===== src/rtl/uart_rx_deserializer.sv =====
// Oversampling UART receiver: majority-voted bit sampling, optional parity, registered pulses.
// Parity support is compiled in only when UART_RX_PARITY_EN is defined.
module uart_rx_deserializer #(
  parameter int unsigned DATA_WIDTH = 8,
  parameter int unsigned PRESCALE_W = 6
) (
  input  logic                  clk,
  input  logic                  reset,
  input  logic                  rx_in,
  input  logic [PRESCALE_W-1:0] prescale_in,
  input  logic                  par_en_in,
  input  logic                  par_type_in,
  output logic [DATA_WIDTH-1:0] data_out,
  output logic                  data_valid_out,
  output logic                  par_err_out,
  output logic                  stop_err_out,
  output logic                  busy_out
);

  localparam int unsigned BitW = (DATA_WIDTH > 1) ? $clog2(DATA_WIDTH) : 1;
  localparam logic [PRESCALE_W-1:0] CntOne = PRESCALE_W'(1);
  localparam logic [BitW-1:0] BitOne = BitW'(1);
  localparam logic [BitW-1:0] BitLast = BitW'(DATA_WIDTH - 1);

  typedef enum logic [2:0] {
    StIdle   = 3'd0,
    StStart  = 3'd1,
    StData   = 3'd2,
`ifdef UART_RX_PARITY_EN
    StParity = 3'd3,
`endif
    StStop   = 3'd4
  } state_e;

  state_e state_q, state_d;

  logic [PRESCALE_W-1:0] cnt_q, cnt_d;
  logic [BitW-1:0]       bit_q, bit_d;
  logic [DATA_WIDTH-1:0] shift_q, shift_d;
  logic [DATA_WIDTH-1:0] data_q;
  logic                  s0_q, s0_d;
  logic                  s1_q, s1_d;
  logic                  frame_bad_q, frame_bad_d;
  logic                  load_q, load_d;
  logic                  valid_q;
  logic                  stop_err_q, stop_err_d;

  logic [PRESCALE_W-1:0] half;
  logic [PRESCALE_W-1:0] samp_a;
  logic [PRESCALE_W-1:0] samp_c;
  logic                  wrap;
  logic                  resolve;
  logic                  maj;

  // Sample points straddle the nominal bit centre; the third vote is the live input.
  assign half    = prescale_in >> 1;
  assign samp_a  = half - CntOne;
  assign samp_c  = half + CntOne;
  assign wrap    = (cnt_q == (prescale_in - CntOne));
  assign resolve = (cnt_q == samp_c);
  assign maj     = (s0_q & s1_q) | (s0_q & rx_in) | (s1_q & rx_in);

`ifdef UART_RX_PARITY_EN
  logic par_err_q, par_err_d;
  logic par_exp;

  assign par_exp = (^shift_q) ^ par_type_in;
`else
  logic unused_par_cfg;

  assign unused_par_cfg = par_en_in ^ par_type_in;
`endif

  always_comb begin
    s0_d = s0_q;
    s1_d = s1_q;
    if (state_q != StIdle) begin
      if (cnt_q == samp_a) s0_d = rx_in;
      if (cnt_q == half)   s1_d = rx_in;
    end
  end

  always_comb begin
    state_d     = state_q;
    cnt_d       = cnt_q;
    bit_d       = bit_q;
    shift_d     = shift_q;
    frame_bad_d = frame_bad_q;
    load_d      = 1'b0;
    stop_err_d  = 1'b0;
`ifdef UART_RX_PARITY_EN
    par_err_d   = 1'b0;
`endif

    if (state_q != StIdle) begin
      cnt_d = wrap ? '0 : (cnt_q + CntOne);
    end

    unique case (state_q)
      StIdle: begin
        cnt_d = '0;
        bit_d = '0;
        if (!rx_in) begin
          state_d     = StStart;
          frame_bad_d = 1'b0;
        end
      end

      StStart: begin
        // A start bit that votes high was noise; abandon without any pulse.
        if (resolve && maj) begin
          state_d = StIdle;
          cnt_d   = '0;
        end else if (wrap) begin
          state_d = StData;
        end
      end

      StData: begin
        if (resolve) begin
          shift_d = DATA_WIDTH'({maj, shift_q} >> 1);
        end
        if (wrap) begin
          if (bit_q == BitLast) begin
            bit_d = '0;
`ifdef UART_RX_PARITY_EN
            state_d = par_en_in ? StParity : StStop;
`else
            state_d = StStop;
`endif
          end else begin
            bit_d = bit_q + BitOne;
          end
        end
      end

`ifdef UART_RX_PARITY_EN
      StParity: begin
        if (resolve && (maj != par_exp)) begin
          par_err_d   = 1'b1;
          frame_bad_d = 1'b1;
        end
        if (wrap) begin
          state_d = StStop;
        end
      end
`endif

      StStop: begin
        // Leave half a bit early so a back-to-back start edge is not missed.
        if (resolve) begin
          if (!maj) begin
            stop_err_d = 1'b1;
          end else if (!frame_bad_q) begin
            load_d = 1'b1;
          end
          state_d = StIdle;
          cnt_d   = '0;
        end
      end

      default: begin
        state_d = StIdle;
        cnt_d   = '0;
        bit_d   = '0;
      end
    endcase
  end

  always_ff @(posedge clk or posedge reset) begin
    if (reset) begin
      state_q     <= StIdle;
      cnt_q       <= '0;
      bit_q       <= '0;
      shift_q     <= '0;
      s0_q        <= 1'b1;
      s1_q        <= 1'b1;
      frame_bad_q <= 1'b0;
      load_q      <= 1'b0;
      stop_err_q  <= 1'b0;
    end else begin
      state_q     <= state_d;
      cnt_q       <= cnt_d;
      bit_q       <= bit_d;
      shift_q     <= shift_d;
      s0_q        <= s0_d;
      s1_q        <= s1_d;
      frame_bad_q <= frame_bad_d;
      load_q      <= load_d;
      stop_err_q  <= stop_err_d;
    end
  end

  // The shift register is stable until the next DATA state, so the load can lag a cycle.
  always_ff @(posedge clk or posedge reset) begin
    if (reset) begin
      data_q  <= '0;
      valid_q <= 1'b0;
    end else begin
      valid_q <= load_q;
      if (load_q) begin
        data_q <= shift_q;
      end
    end
  end

`ifdef UART_RX_PARITY_EN
  always_ff @(posedge clk or posedge reset) begin
    if (reset) begin
      par_err_q <= 1'b0;
    end else begin
      par_err_q <= par_err_d;
    end
  end

  assign par_err_out = par_err_q;
`else
  assign par_err_out = 1'b0;
`endif

  assign data_out       = data_q;
  assign data_valid_out = valid_q;
  assign stop_err_out   = stop_err_q;
  assign busy_out       = (state_q != StIdle);

endmodule


===== config.mk =====
export PLATFORM = sky130hd
export DESIGN_NAME = uart_rx_deserializer
export DESIGN_NICKNAME = d
export VERILOG_FILES = /design/src/rtl/uart_rx_deserializer.sv
export SDC_FILE = /design/constraint.sdc
export NUM_CORES = 1
export LEC_CHECK = 0
export CORE_ASPECT_RATIO = 0.8
export CORE_UTILIZATION = 56
export CTS_BUF_LIST = sky130_fd_sc_hd__clkbuf_16
export CTS_CLUSTER_DIAMETER = 80
export CTS_CLUSTER_SIZE = 28
export DETAILED_ROUTE_END_ITERATION = 8
export GPL_ROUTABILITY_DRIVEN = 0
export HOLD_SLACK_MARGIN = 0.02
export PLACE_DENSITY_LB_ADDON = 0.08
export REMOVE_ABC_BUFFERS = 1
export SLEW_MARGIN = 25
export SYNTH_ARGS = -nofsm -noshare
export SYNTH_HDL_FRONTEND = slang
export SYNTH_SLANG_ARGS = --single-unit

===== constraint.sdc =====
create_clock -name clk -period 2.55 [get_ports clk]
set_input_delay 0.6375 -clock clk [delete_from_list [all_inputs] [get_ports clk]]
set_output_delay 0.6375 -clock clk [all_outputs]
set_load 0.01 [all_outputs]

==> After elaboration in Yosys (flattened, before gate mapping) <==
Index checks and enable logic that the tools add are counted.
{ "totals": {"register_bits": 33, "out_inout_bits": 12, "elab_cells": 64} }
{ "op_classes": {"add_sub_neg": 5, "n_eq_ne": 13, "mux": 21, "bitwise": 6, "reduce_logical": 9} }
{ "ops": {"columns": ["cell", "n"], "rows": [
  ["$mux 3", 8],
  ["$mux 6", 4],
  ["$eq 6x6->1", 3],
  ["$pmux 6 s3", 1],
  ["$pmux 3 s4", 1],
  ["$ne 2x2->1 const B", 4],
  ["$reduce_and 2->1", 4],
  ["$add 5x1->6 const B", 1],
  ["$add 6x1->6 const B", 1],
  ["$eq 3x3->1 const B", 2],
  ["$eq 6x5->1", 1],
  ["$mux 1", 6],
  ["$pmux 3 s2", 1],
  ["$sub 5x1->6 const B", 1],
  ["$sub 6x1->6 const B", 1],
  ["$reduce_and 5->1", 1],
  ["$add 3x1->3 const B", 1],
  ["$and 1x1->1", 3],
  ["$eq 3x1->1 const B", 1],
  ["$eq 3x2->1 const B", 1],
  ["$logic_not 3->1", 1],
  ["$ne 3x3->1 const B", 1],
  ["$reduce_bool 3->1", 1],
  ["$or 1x1->1", 2],
  ["3 further kinds", 3]
]} }

==> Longest topological paths before layout <==
{ "depth": {"word_depth": 6, "depth_mapped": 9, "mapped_depth_nobuf": 8} }

==> Worst setup path after synthesis <==
OpenSTA, ideal clock, no wires.
{ "synth_path": {"path_type": "input to register", "from": "in prescale_in[2]", "to": "reg state_q[0]", "setup_time_ns": 0.119, "arrival_time_ns": 2.441, "t_required_ns": 2.431, "setup_slack_ns": -0.010, "stages": 8, "path_buffers": 0, "path_cell_list": "inv_1 > ha_1 > nand2b_1 > or3b_2 > xnor2_1 > a2111oi_4 > and3b_1 > o21a_1"} }
{ "synth_between": {"elab_chain_len": 5} }
{ "synth_lines": {"columns": ["item", "line_no", "source"], "rows": [
  ["start: declaration", "10", "input logic [PRESCALE_W-1:0] prescale_in,"],
  ["$add 5x1->6", "58", "assign samp_c = half + CntOne;"],
  ["$eq 6x6->1", "60", "assign resolve = (cnt_q == samp_c);"],
  ["$logic_and 1x1->1", "111", "if (resolve && maj) begin"],
  ["$ne 3x3->1 (no source line) or $mux 3 (tied branches)", null, null],
  ["$reduce_and 5->1 (no source line) or $pmux 3 s4 (tied branches)", null, null],
  ["end signal: assignment", "172", "state_q <= StIdle;"],
  ["end signal: assignment", "182", "state_q <= state_d;"],
  ["end: declaration", "35", "state_e state_q, state_d;"]
]} }
Several ways; a longest one is shown, not always the timed one.
A chain may end at the register's enable or synchronous reset.

==> Worst setup path after layout <==
{ "layout_path": {"from": "in prescale_in[2]", "to": "reg shift_q[2]"} }
{ "layout_between": {"elab_chain_len": 3} }
{ "layout_lines": {"columns": ["item", "line_no", "source"], "rows": [
  ["$add 5x1->6", "58", null],
  ["$eq 6x6->1", "60", null],
  ["$reduce_and 2->1 (no source line)", null, null],
  ["end signal: assignment", "185", "shift_q <= shift_d;"],
  ["end: declaration", "39", "logic [DATA_WIDTH-1:0] shift_q, shift_d;"]
]} }
No other way between the ends.

==> metrics.md <==
| Metric | Value |
|---|---|
| Status | finished, final reports clean |
| Grt met2 use | 0.352 |
| Class of the tightest hold or removal check | reg -> reg |
| Number of global-route vias before repair | about 1500 |
| RSZ-0062 raised after global routing | no |
| Largest driver fanout on the critical path | 8 |
| Signal arrival time at the worst endpoint | ~2.6 ns |
| Core area | roughly 0.0034 mm^2 |
| Syn avg cell area | around 11 um^2 |
| Cell with the largest stage delay on the worst path | sky130_fd_sc_hd__or3_1 |
| Effective utilization at floorplan | 0.588 |
| Number of warnings printed during yosys synthesis | 0 |
| Peak clock frequency supported by timing | 405 MHz |
| Ys flop type | sky130_fd_sc_hd__dfrtp_1 |
| First-pass iteration count of the detailed router | 4 |
| Die Ht | 55.8 um |
| Via-to-Cell Ratio | 5.65 |
| Min Tclk post-route | 2.47 ns |
| Floorplan row count | 19 |
| Post-synthesis instance area | 0.00203 mm^2 |
| Number of placed I/O pins | 23 |
| Total length of routed wires | approximately 4.1 mm |
| Routing usage on met3 | 0.0707 |
| Inserted Clock Buffers | 5 |
| Clk sinks | 33 |
| Met1 track demand over resource in global routing | 0.321 |
| Number of antenna violations at the first check in global routing | 0 |
| Instance count of the mapped netlist | 191 |
| CTS tree | done |
| Count of final hold-check violations | 0 |
| Kind of launch point of the worst setup path | input port |
| Final count of negative-setup-slack endpoints | 0 |
| CP Class | in -> reg |
| Vias after detailed routing | 1565 |
| Sequential share of the synthesized area | 0.408 |
| Max_cap viols | 0 |
| Clock Tree Buf Depth | 2 |
| Fin worst setup slack | 0.0817 ns |
| Number of filler cells placed in the layout | 221 |
| Number of distinct standard cells referenced by the synthesized netlist | 49 |
| Post-layout total power | around 0.0018 W |
| Clock input transition at the sequential cells of the worst setup and hold paths | around 0.050 ns |
| Antenna cells | 0 |
| Layout cells sized above 1 | 0.340 |
| Detailed placer's ending HPWL | roughly 2.9 mm |
| Remaining routing DRC violations | 0 |
| Maximum VDD drop | 0.586 mV |
| Detailed-route wire length per cell | 14.9 um |
| Initial drt markers | between 100 and 150 |
| Commonest non-fill, non-tap cell in the layout | sky130_fd_sc_hd__dfrtp_1 |
| Overall track demand over capacity in global routing | 0.234 |
| Most used routing layer | met2 |
| Die area | 0.00387 mm^2 |
| Highest cell delay on the worst timing path | 0.33 ns |
| Required time of the worst setup path | 2.71 ns |
| Leak | around 1.2 nW |
| Total of buffers placed on input and output ports | 19 |
| Post-synth EDFFs | 0 |
| Clock root cell | sky130_fd_sc_hd__clkbuf_16 |
| Clock latency on the worst-skew pair | 0.27 ns |
| Crit share post-route | 0.968 |
| Worst Clk Skew | 0.00444 ns |
| Congestion Overflow GR | 0 |
| Wire length of the first global-routing pass | between 7 and 8 mm |
| Clock H-tree levels | 2 |
| Pin count of the biggest net entering global routing | 34 |
| Pins Over Slew Limit | 0 |
| Layout overhead on the synthesized area | 31.2% |
| Post-DRT Antenna Nets | 0 |
| Post-placement worst setup slack | -0.573 ns |
| Share of flip-flops with an asynchronous set or reset | 1.00 |
| #FFs+latches synth | 33 |
| Ordered cell list for the critical path | dlygate4sd2_1 -> buf_4 -> ha_1 -> and3b_1 -> or3_1 -> a31o_2 -> nand2_2 -> nor2_4 -> buf_12 -> mux2_4 |
| Most frequent cells in the layout | sky130_fd_sc_hd__dfrtp_1 (31), sky130_fd_sc_hd__buf_4 (25), sky130_fd_sc_hd__mux2_2 (14), sky130_fd_sc_hd__clkdlybuf4s50_1 (14), sky130_fd_sc_hd__nand2_1 (13) |
| Hold buffer count at cts | 0 |
| Die extent in x | 69.3 um |
| Final net count | 252 |
| Power density cells | about 670 mW/mm^2 |
| Critical path endpoint category | flip-flop |
-- per-stage QoR --
step / cells / utilization / hold WS [ns] / TNS, ns / cell area (um^2)
floorplan: 180 / - / 0.452 / -0.926 / 1960
global placement: 267 / 0.697 / 0.470 / -9.45 / 2400
detailed placement: 267 / 0.697 / 0.481 / -10.53 / 2400
CTS: 277 / 0.755 / 0.507 / 0 / 2600
global route: 277 / 0.772 / 0.514 / 0 / 2660
finish: 277 / 0.772 / 0.503 / 0 / 2660
-- registers in the layout, summed over array words and instances, names as in the netlist --
name            count
bit_q               3
stop_err_out        1
s1_q                1
data_out            8
cnt_q               6
state_q             3
shift_q             8
data_valid_out      1
load_q              1
s0_q                1
-- cells in the mapped netlist (4+ instances only) --
cell type / number / area share
sky130_fd_sc_hd__o211ai_1: 4 / 0.015
sky130_fd_sc_hd__ha_1: 7 / 0.043
sky130_fd_sc_hd__nand3_1: 8 / 0.020
sky130_fd_sc_hd__dfrtp_1: 31 / 0.38
sky130_fd_sc_hd__nor2_1: 7 / 0.013
sky130_fd_sc_hd__nor2b_1: 4 / 0.012
sky130_fd_sc_hd__clkbuf_1: 4 / 0.0074
sky130_fd_sc_hd__nor3_1: 7 / 0.017
sky130_fd_sc_hd__mux2_2: 17 / 0.094
sky130_fd_sc_hd__inv_1: 7 / 0.013
sky130_fd_sc_hd__xor2_1: 12 / 0.052
sky130_fd_sc_hd__xnor2_1: 8 / 0.035
sky130_fd_sc_hd__nand4_1: 4 / 0.012
sky130_fd_sc_hd__nand2b_1: 8 / 0.025
sky130_fd_sc_hd__nand2_1: 14 / 0.026
-- kinds of logic after synthesis --
family,synth area share
AND/OR/NAND/NOR,0.206
flip-flops,0.408
AO/OA/AOI/OAI,0.0944
XOR/XNOR,0.0864
multiplexers,0.110
buffers and inverters,0.0444
adder cells (fa/ha/maj),0.0481
other,0.00185
-- layer usage --
| layer | up-vias | routed length [um] | share of wire |
|---|---|---|---|
| met5 | - | 0 | 0 |
| met4 | 0 | 53 | 0.013 |
| met3 | 8 | 163 | 0.040 |
| met2 | 34 | 1920 | 0.47 |
| met1 | 758 | 1990 | 0.48 |
| li1 | 765 | - | - |
-- area by class of cell --
type / count / area (um^2) / share of cell area
Sequential cell: 33 / 828 / 0.311
Inverter: 7 / 26.3 / 0.00988
Timing Repair Buffer: 47 / 418 / 0.157
Clock inverter: 3 / 17.5 / 0.00659
Clock buffer: 5 / 125 / 0.0470
Multi-Input combinational cell: 140 / 1190 / 0.448
Tap cell: 42 / 52.6 / 0.0198
-- power by group --
| group | switching, W | total [W] | internal [W] |
|---|---|---|---|
| Clock | 0.000208 | 0.000564 | 0.000357 |
| Combinational | 0.000278 | 0.000560 | 0.000283 |
| Sequential | 0.0000700 | 0.000654 | 0.000584 |
| Total | 0.000555 | 0.00178 | 0.00122 |
-- critical path, delay by kind of cell --
kind                     cells  cell delay [ns]
AND/OR/NAND/NOR              4             0.66
buffers and inverters        3             0.56
AO/OA/AOI/OAI                1             0.24
adder cells (fa/ha/maj)      1             0.22
multiplexers                 1             0.29
-- worst paths after layout --
path                                start     endpoint  slack [ns]  cells after the start
max in group asynchronous           reset         s0_q        1.47                      3
min in group asynchronous           reset  data_out[1]        0.75                      3
min reg2reg                   data_out[0]  data_out[0]        0.50                      1
min                           data_out[0]  data_out[0]        0.50                      1
max                        prescale_in[2]   shift_q[2]        0.08                     10
max reg2reg                      cnt_q[2]   state_q[0]        0.46                      6
-- repair_timing --
action,in CTS,in global routing
setup buffers,2,0
hold endpoints to repair,0,0
resized for setup,14,13
endpoints found under the setup margin,21,22
pin swaps,5,4
Power figures use the tool's default switching activity.
